--- config.mk ---
export PLATFORM = sky130hd
export DESIGN_NAME = sync_fifo_ex
export DESIGN_NICKNAME = d
export VERILOG_FILES = /design/src/rtl/fifo_pkg.sv /design/src/rtl/sdp_ram.sv /design/src/rtl/sync_fifo_ex.sv
export SDC_FILE = /design/constraint.sdc
export NUM_CORES = 2
export LEC_CHECK = 0
export BUFFER_PORTS_ARGS = -buffer_cell sky130_fd_sc_hd__buf_4
export CAP_MARGIN = 10
export CORE_ASPECT_RATIO = 1.2
export CORE_MARGIN = 3
export CORE_UTILIZATION = 35
export CTS_BUF_LIST = sky130_fd_sc_hd__clkbuf_8
export DETAILED_ROUTE_END_ITERATION = 16
export PLACE_DENSITY = 0.52
export SLEW_MARGIN = 5
export SYNTH_ARGS = -nofsm -noshare
export SYNTH_HDL_FRONTEND = slang
export SYNTH_HIERARCHICAL = 1
export SYNTH_SLANG_ARGS = --single-unit
--- constraint.sdc ---
create_clock -name clk -period 3.4 [get_ports clk]
set_input_delay 0.68 -clock clk [delete_from_list [all_inputs] [get_ports clk]]
set_output_delay 0.68 -clock clk [all_outputs]
set_load 0.03 [all_outputs]
--- src/rtl/fifo_pkg.sv ---
// Shared definitions for the single-clock FIFO: mode constants, count sizing
// and threshold legality used at elaboration.
package fifo_pkg;

    localparam int FIFO_MODE_STD  = 0;
    localparam int FIFO_MODE_FWFT = 1;

    // Bits needed to hold the values 0..depth inclusive.
    function automatic int count_width(input int depth);
        int w;
        w = 0;
        while ((1 << w) <= depth) w++;
        return w;
    endfunction

    function automatic bit thresholds_legal(input int depth, input int pf, input int pe);
        return (pf >= 1) && (pf <= depth) && (pe >= 0) && (pe <= depth - 1);
    endfunction

endpackage

--- src/rtl/sdp_ram.sv ---
// Simple dual-port RAM: one write port, one registered read port, no reset.
module sdp_ram #(
    parameter int data_width = 16,
    parameter int addr_width = 8
) (
    input  logic                  clk,
    input  logic                  we,
    input  logic [addr_width-1:0] waddr,
    input  logic [data_width-1:0] wdata,
    input  logic                  re,
    input  logic [addr_width-1:0] raddr,
    output logic [data_width-1:0] rdata
);

    logic [data_width-1:0] mem [2**addr_width];

    always_ff @(posedge clk) begin
        if (we) mem[waddr] <= wdata;
        if (re) rdata <= mem[raddr];
    end

endmodule

--- src/rtl/sync_fifo_ex.sv ---
// Single-clock FIFO with optional first-word-fall-through, occupancy count,
// fixed/programmable thresholds, overflow/underflow pulses and flush.
module sync_fifo_ex
    import fifo_pkg::*;
#(
    parameter int data_width        = 16,
    parameter int addr_width        = 8,
    parameter int fwft              = FIFO_MODE_STD,
    parameter int prog_full_thresh  = 240,
    parameter int prog_empty_thresh = 16
) (
    input  logic                  clk,
    input  logic                  rst,
    input  logic                  flush,
    input  logic                  wr_en,
    input  logic [data_width-1:0] din,
    input  logic                  rd_en,
    output logic [data_width-1:0] dout,
    output logic                  valid,
    output logic                  empty,
    output logic                  full,
    output logic                  almost_full,
    output logic                  almost_empty,
    output logic                  prog_full,
    output logic                  prog_empty,
    output logic [addr_width:0]   data_count,
    output logic                  overflow,
    output logic                  underflow
);

    localparam int depth = 2 ** addr_width;
    localparam int cw    = addr_width + 1;
    localparam logic [addr_width:0] depth_c = cw'(depth);
    localparam logic [addr_width:0] pf_c    = cw'(prog_full_thresh);
    localparam logic [addr_width:0] pe_c    = cw'(prog_empty_thresh);

    if (!thresholds_legal(depth, prog_full_thresh, prog_empty_thresh)) begin : g_bad_thresh
        $error("sync_fifo_ex: programmable threshold out of range");
    end
    if (count_width(depth) != cw) begin : g_bad_width
        $error("sync_fifo_ex: count width does not cover depth");
    end

    logic [addr_width-1:0] wr_ptr, rd_ptr;
    logic [addr_width:0]   count, count_nxt, ram_cnt;
    logic                  valid_r, valid_nxt, primed;
    logic                  wr_ok, rd_ok, load, ren;
    logic [data_width-1:0] ram_q;

    // In FWFT mode the RAM read register doubles as the output register;
    // ram_cnt is the number of words still waiting behind it.
    always_comb begin
        wr_ok     = wr_en && !full && !flush;
        rd_ok     = rd_en && !empty && !flush;
        ram_cnt   = count - {{addr_width{1'b0}}, valid_r};
        load      = 1'b0;
        valid_nxt = rd_ok;
        ren       = rd_ok;
        if (fwft == FIFO_MODE_FWFT) begin
            load      = !flush && (!valid_r || rd_ok) && (ram_cnt != '0);
            valid_nxt = load || (valid_r && !rd_ok);
            ren       = load;
        end
        count_nxt = count + {{addr_width{1'b0}}, wr_ok} - {{addr_width{1'b0}}, rd_ok};
    end

    always_ff @(posedge clk or posedge rst) begin
        if (rst) begin
            wr_ptr    <= '0;
            rd_ptr    <= '0;
            count     <= '0;
            valid_r   <= 1'b0;
            primed    <= 1'b0;
            overflow  <= 1'b0;
            underflow <= 1'b0;
        end else if (flush) begin
            wr_ptr    <= '0;
            rd_ptr    <= '0;
            count     <= '0;
            valid_r   <= 1'b0;
            primed    <= 1'b0;
            overflow  <= 1'b0;
            underflow <= 1'b0;
        end else begin
            if (wr_ok) wr_ptr <= wr_ptr + 1'b1;
            if (ren) begin
                rd_ptr <= rd_ptr + 1'b1;
                primed <= 1'b1;
            end
            count     <= count_nxt;
            valid_r   <= valid_nxt;
            overflow  <= wr_en && full;
            underflow <= rd_en && empty;
        end
    end

    sdp_ram #(
        .data_width (data_width),
        .addr_width (addr_width)
    ) u_ram (
        .clk   (clk),
        .we    (wr_ok),
        .waddr (wr_ptr),
        .wdata (din),
        .re    (ren),
        .raddr (rd_ptr),
        .rdata (ram_q)
    );

    // Gating keeps dout at zero after reset/flush, since the RAM register is not reset.
    assign dout         = ((fwft == FIFO_MODE_FWFT) ? primed : valid_r) ? ram_q : '0;
    assign valid        = valid_r;
    assign empty        = (fwft == FIFO_MODE_FWFT) ? !valid_r : (count == '0);
    assign full         = (count == depth_c);
    assign almost_full  = (count >= depth_c - 1'b1);
    assign almost_empty = (count <= cw'(1));
    assign prog_full    = (count >= pf_c);
    assign prog_empty   = (count <= pe_c);
    assign data_count   = count;

endmodule
== After elaboration in Yosys (flattened, before gate mapping) ==
Memory sizes are Yosys's and may differ from the RTL's. A register that Yosys moved wholly into a read port is not among the register bits.
Cells that the tools add are included.
Widths: inputs -> output; s select.

* Equality and inequality tests: 1
* Reduce and logical (&&, ||, !) cells: 12
* $lt $le $gt $ge: 4
* Muxes and demuxes: 11
* Add/subtract/negate cells: 4

{| class="wikitable"
|+ Operator list
! cell !! count
|-
| $mux 8 || 4
|-
| $ge 9x8->1 const B || 2
|-
| $add 8x1->8 const B || 2
|-
| $mux 16 || 1
|-
| $add 9x1->9 || 1
|-
| $eq 9x9->1 const B || 1
|-
| $le 9x1->1 const B || 1
|-
| $le 9x5->1 const B || 1
|-
| $logic_not 9->1 || 1
|-
| $mux 9 || 1
|-
| $sub 9x1->9 || 1
|-
| $logic_and 1x1->1 || 6
|-
| $mux 1 || 5
|-
| $reduce_bool 2->1 || 2
|-
| $logic_not 1->1 || 3
|}

* Word-level logic and storage cells: 39
* Output and inout port bits: 34
* Flip-flop bits (word level): 28
* Bits of input ports: 21
* Memories: 1
* RAM bits: 4096

{| class="wikitable"
|+ Memories
! memory !! words !! bits a word !! rd ports !! clocked after memory_dff !! write ports !! RTL line !! text
|-
| u_ram.mem || 256 || 16 || 1 || 1 || 1 || sdp_ram.sv:15 || <nowiki>logic [data_width-1:0] mem [2**addr_width];</nowiki>
|}

== Logic depth before layout (Yosys ltp) ==
* Word-level depth: 7
* Gate-level depth with buffers: 14
* Gate-level depth less buffers: 13

== Modules after synthesis ==
Netlist, hierarchy kept.

{| class="wikitable"
|+ Modules (own cells, without submodules)
! module !! sequential area each (µm²) !! area an instance (µm²) !! cells an instance !! instances
|-
| sdp_ram || 123478.4 || 158874.9 || 7360 || 1
|-
| sync_fifo_ex || 700.7 || 2140.8 || 228 || 1
|}

== Worst setup path before layout ==
Ideal clock, no wire load.

* Kind: flip-flop to flip-flop
* Start: register count[2], in the netlist data_count[2]
* End: register count[8], in the netlist data_count[8]
* Cell stages (with the launch flop): 14
* Path buffers: 0
* Period minus slack after synthesis: 3.912 ns
* Data required time: 3.272 ns
* Library setup time: 0.128 ns
* Arrival: 3.784 ns
* Path slack: -0.512 ns
* Path through: dfrtp_1 > inv_1 > ha_1 > nand4bb_4 > o21ai_0 > nor2_1 > ha_1 > inv_1 > ha_1 > fa_1 > and2b_1 > o31ai_4 > o221ai_2 > mux2_1

* Elaborated cells between the ends (all ways): 11
* Classes of those cells: 2 x add/sub; 1 x eq/ne; 1 x mux; 7 x reduce/logical

{| class="wikitable"
|+ RTL lines
! what !! RTL line !! text
|-
| start, declared || sync_fifo_ex.sv:45 || <nowiki>logic [addr_width:0] count, count_nxt, ram_cnt;</nowiki>
|-
| start signal, assigned || sync_fifo_ex.sv:90 || <nowiki>count <= count_nxt;</nowiki>
|-
| $logic_not 9->1 || sync_fifo_ex.sv:113 || <nowiki>assign empty = (fwft == FIFO_MODE_FWFT) ? !valid_r : (count == '0);</nowiki>
|-
| $logic_not 1->1 || sync_fifo_ex.sv:54 || <nowiki>rd_ok = rd_en && !empty && !flush;</nowiki>
|-
| $logic_and 1x1->1 (2 in a row) || sync_fifo_ex.sv:54 ||
|-
| net rd_ok || sync_fifo_ex.sv:47 || <nowiki>logic wr_ok, rd_ok, load, ren;</nowiki>
|-
| $sub 9x1->9 || sync_fifo_ex.sv:64 || <nowiki>count_nxt = count + {{addr_width{1'b0}}, wr_ok} - {{addr_width{1'b0}}, rd_ok};</nowiki>
|-
| $mux 9 || sync_fifo_ex.sv:76 || <nowiki>end else if (flush) begin</nowiki>
|}

The timed path passes the listed nets, and every way through them passes these cells.
A chain may end at the register's enable or synchronous reset.

==> results.toml <==
[sta]
rsz0062_at_grt = "yes"
setup_tns_ns = -0.160
maxClockFrequency_mhz = 288
slew_headroom_pct = 24.6
setup_ws_ns = -0.0765
min_period_ns = 3.48
hold_violations = 0
drv_slew = 0
fin_hold_ws_ns = 0.121
period_share_pct = 102
tightest_slew_ns = 1.13
setup_viol = 3
fin_worst_skew_ns = 0.0921

[yosys]
ys.flop_type = "edfxtp_1"
muxShareOfSynthArea_pct = 15.3
synth_top_family_by_area = "multiplexers"
synth_top_cells_by_area = "edfxtp_1 77%, mux4_2 11%, mux2i_1 3.5%"
synthAdderAreaFrac_pct = 0.214
synth_area_leader_cell = "edfxtp_1"
ys_types = 73
synth_edf_count = 4112
syn_area_per_cell_um2 = 21.2
synth-xor-area-share_pct = 0.0598
ys_warn_count = 6
synth_common_cells = "4112 x edfxtp_1, 797 x mux4_2, 567 x mux2i_1, 327 x nor2_1, 252 x o221ai_1"
synthesis.nets = 7636
yosysMostFrequentCell = "edfxtp_1"
syn-cell-area_um2 = 161000
yosysSeqAreaShare_pct = 77.1
yosysTopAreaCellShare_pct = 76.7
synth_cells = 7588
async_flop_share_pct = 0.676
synth-simple-area-share_pct = 1.92
synth-compound-area-share_pct = 3.64
synth-seq-cells = 4140

[cts]
cts-root-buf = "clkbuf_8"
numCtsBuffers = 658
tritoncts = "built"
cts.path.max_buffers = 4
cts_sinks = 4140
htreeDepth = 6
cts.clk_slew.worst_paths_ns = 0.06
clock_latency_ns = 1.24

[floorplanning]
die_w_um = 625
core_area_um2 = 458000
io_pins = 55
floorplan.die_area_um2 = 468000
dieHeight_um = 749
start_util_pct = 35.2
rows = 272

[setup_path]
cpMaxStageDelayCell = "nand4_1"
end_kind = "flop"
cp.arrival_ns = 4.53
required_ns = 4.45
path_common_cell = "buf_16"
setup.worst_path.class = "flop to flop"
r2r_setup_slack_ns = -0.08
crit_fanout = 15
cp_cell_sequence = "buf_8 > buf_16 > buf_16 > buf_12 > mux2i_1 > o221ai_2 > o32ai_2 > a22oi_2 > nand4_1 > nor4_2"
cp-start-kind = "flop"
slowest_delay_ns = 0.68

[place]
place_worst_setup_slack_ns = -1.08
gp_congestion = 0.867
io_buffers = 54
placed_area_um2 = 178000
dp_hpwl_mm = 295
dpl.cell_count = 14100

[routing]
wl_per_cell_um = 31.3
drt_iter0_drc = 8677
via_per_inst = 5.45
drc = 0
wl_mm = 481
vias = 83600
detail-route-antenna-nets = 0
firstDrtPassIters = 6

[cells_and_area]
fin_util_pct = 42.1
syn_to_final_growth_pct = 19.6
nets = 8867
stdcell_count = 15400
num-fill-cells = 39700
final_design_area_no_fill_um2 = 193000
drive_gt1_share_pct = 32.4

[job]
timing.max_cap.violations = 0

[power_and_ir_drop]
power_leakage_nw = 60.5
power.total_mw = 115
peakVddDrop_v = 0.000384
power.density_nw_per_um2 = 597

[grt]
antenna_found_initial = 25
grt_first_pass_wirelength_mm = 670
grt_pass1_vias = 85700
grt_start_max_net_pins = 120
grt_overflow = 0
grt_usage_pct = 20.2

[outcome]
status = "finished, violations left"
violations = "setup timing"

[min_path]
hold_class = "input pin to flop"
==> critical path: cells and delay by family, from the launching register on <==
family / cells / cell delay (ns)
simple gates: 2 / 1.02
compound gates: 3 / 0.79
mux: 1 / 0.13
buf+inv: 4 / 0.74
flops: 1 / 0.55
==> sequential cells by signal, summed over array words and instances, names as in the netlist <==
register     flops
underflow        1
wr_ptr           8
overflow         1
u_ram/rdata     16
u_ram/mem     4096
valid            1
data_count       9
rd_ptr           8
==> routing by layer <==
metal  share of wire [%]  GRT usage, %  up-vias
li1                    -             -    34700
met1                  40          26.3    45100
met2                  50          34.0     3062
met3                 5.9          2.92      721
met4                 4.3          7.85        4
met5              0.0056             0        -
==> layout make-up <==
| class | count | area [um^2] | share of cell area (%) |
|---|---|---|---|
| Clock buffer | 675 | 9290 | 4.82 |
| Multi-Input combinational cell | 2965 | 35500 | 18.5 |
| Sequential cell | 4140 | 124000 | 64.5 |
| Timing Repair Buffer | 1034 | 13400 | 6.98 |
| Antenna cell | 16 | 40.0 | 0.0208 |
| Clock inverter | 474 | 2460 | 1.28 |
| Tap cell | 6028 | 7540 | 3.92 |
| Inverter | 20 | 91.3 | 0.0474 |
==> power breakdown <==
part / internal [mW] / total (mW) / leakage (nW) / switching [mW]
registers: 56.3 / 56.4 / 37.3 / 0.154
logic: 9.26 / 19.7 / 16.3 / 10.4
clock network: 19.4 / 38.9 / 6.87 / 19.6
==> what timing repair did <==
item | CTS | global route
hold buffers | 20 | 0
gates resized for setup | 186 | 99
setup buffers | 45 | 20
gates cloned | 16 | 6
endpoints found under the hold margin | 773 | 0
pin swaps | 21 | 17
setup endpoints to repair | 39 | 20
==> worst paths after layout <==
check                                      startpoint                          end  cells after the start
worst max-delay path            rd_ptr[0]$_DFFE_PP0P_     u_ram/rdata[1]$_DFFE_PP_                     10
worst min-delay path                          din[12]  u_ram/mem[21][12]$_DFFE_PP_                      1
worst max register to register  rd_ptr[0]$_DFFE_PP0P_     u_ram/rdata[1]$_DFFE_PP_                     10
worst min register to register  rd_ptr[5]$_DFFE_PP0P_        rd_ptr[5]$_DFFE_PP0P_                      2
max in group asynchronous                         rst      data_count[8]$_DFF_PP0_                      5
min in group asynchronous                         rst           overflow$_DFF_PP0_                      4
==> cell usage in the layout, fill, tap and decap left out, types with 21 or more instances in the layout <==
master,n
edfxtp_1,4112
mux4_2,797
clkbuf_8,675
mux2i_1,567
buf_4,562
buf_12,355
inv_1,246
o221ai_1,233
nor2_1,180
a21oi_1,175
o22ai_1,147
clkinv_1,128
nor2_2,124
mux2_2,84
nor3_1,72
clkinv_2,51
nand2_1,39
o21ai_0,34
a22oi_1,34
nand4_1,30
buf_16,29
buf_6,29
nand3_1,27
buf_8,25
nor2_4,23
nor3_2,22
o221ai_2,21
==> kinds of logic (layout without fill, tap and decap cells) <==
| kind of cell | Yosys count | count (layout) |
|---|---|---|
| XOR/XNOR | 11 | 11 |
| buffers and inverters | 483 | 2203 |
| AO/OA/AOI/OAI | 819 | 819 |
| multiplexers | 1454 | 1454 |
| other | 0 | 16 |
| AND/OR/NAND/NOR | 654 | 654 |
| flip-flops | 4140 | 4140 |
| adder cells (fa/ha/maj) | 27 | 27 |
Note: power is estimated with default switching activity, not from simulation.
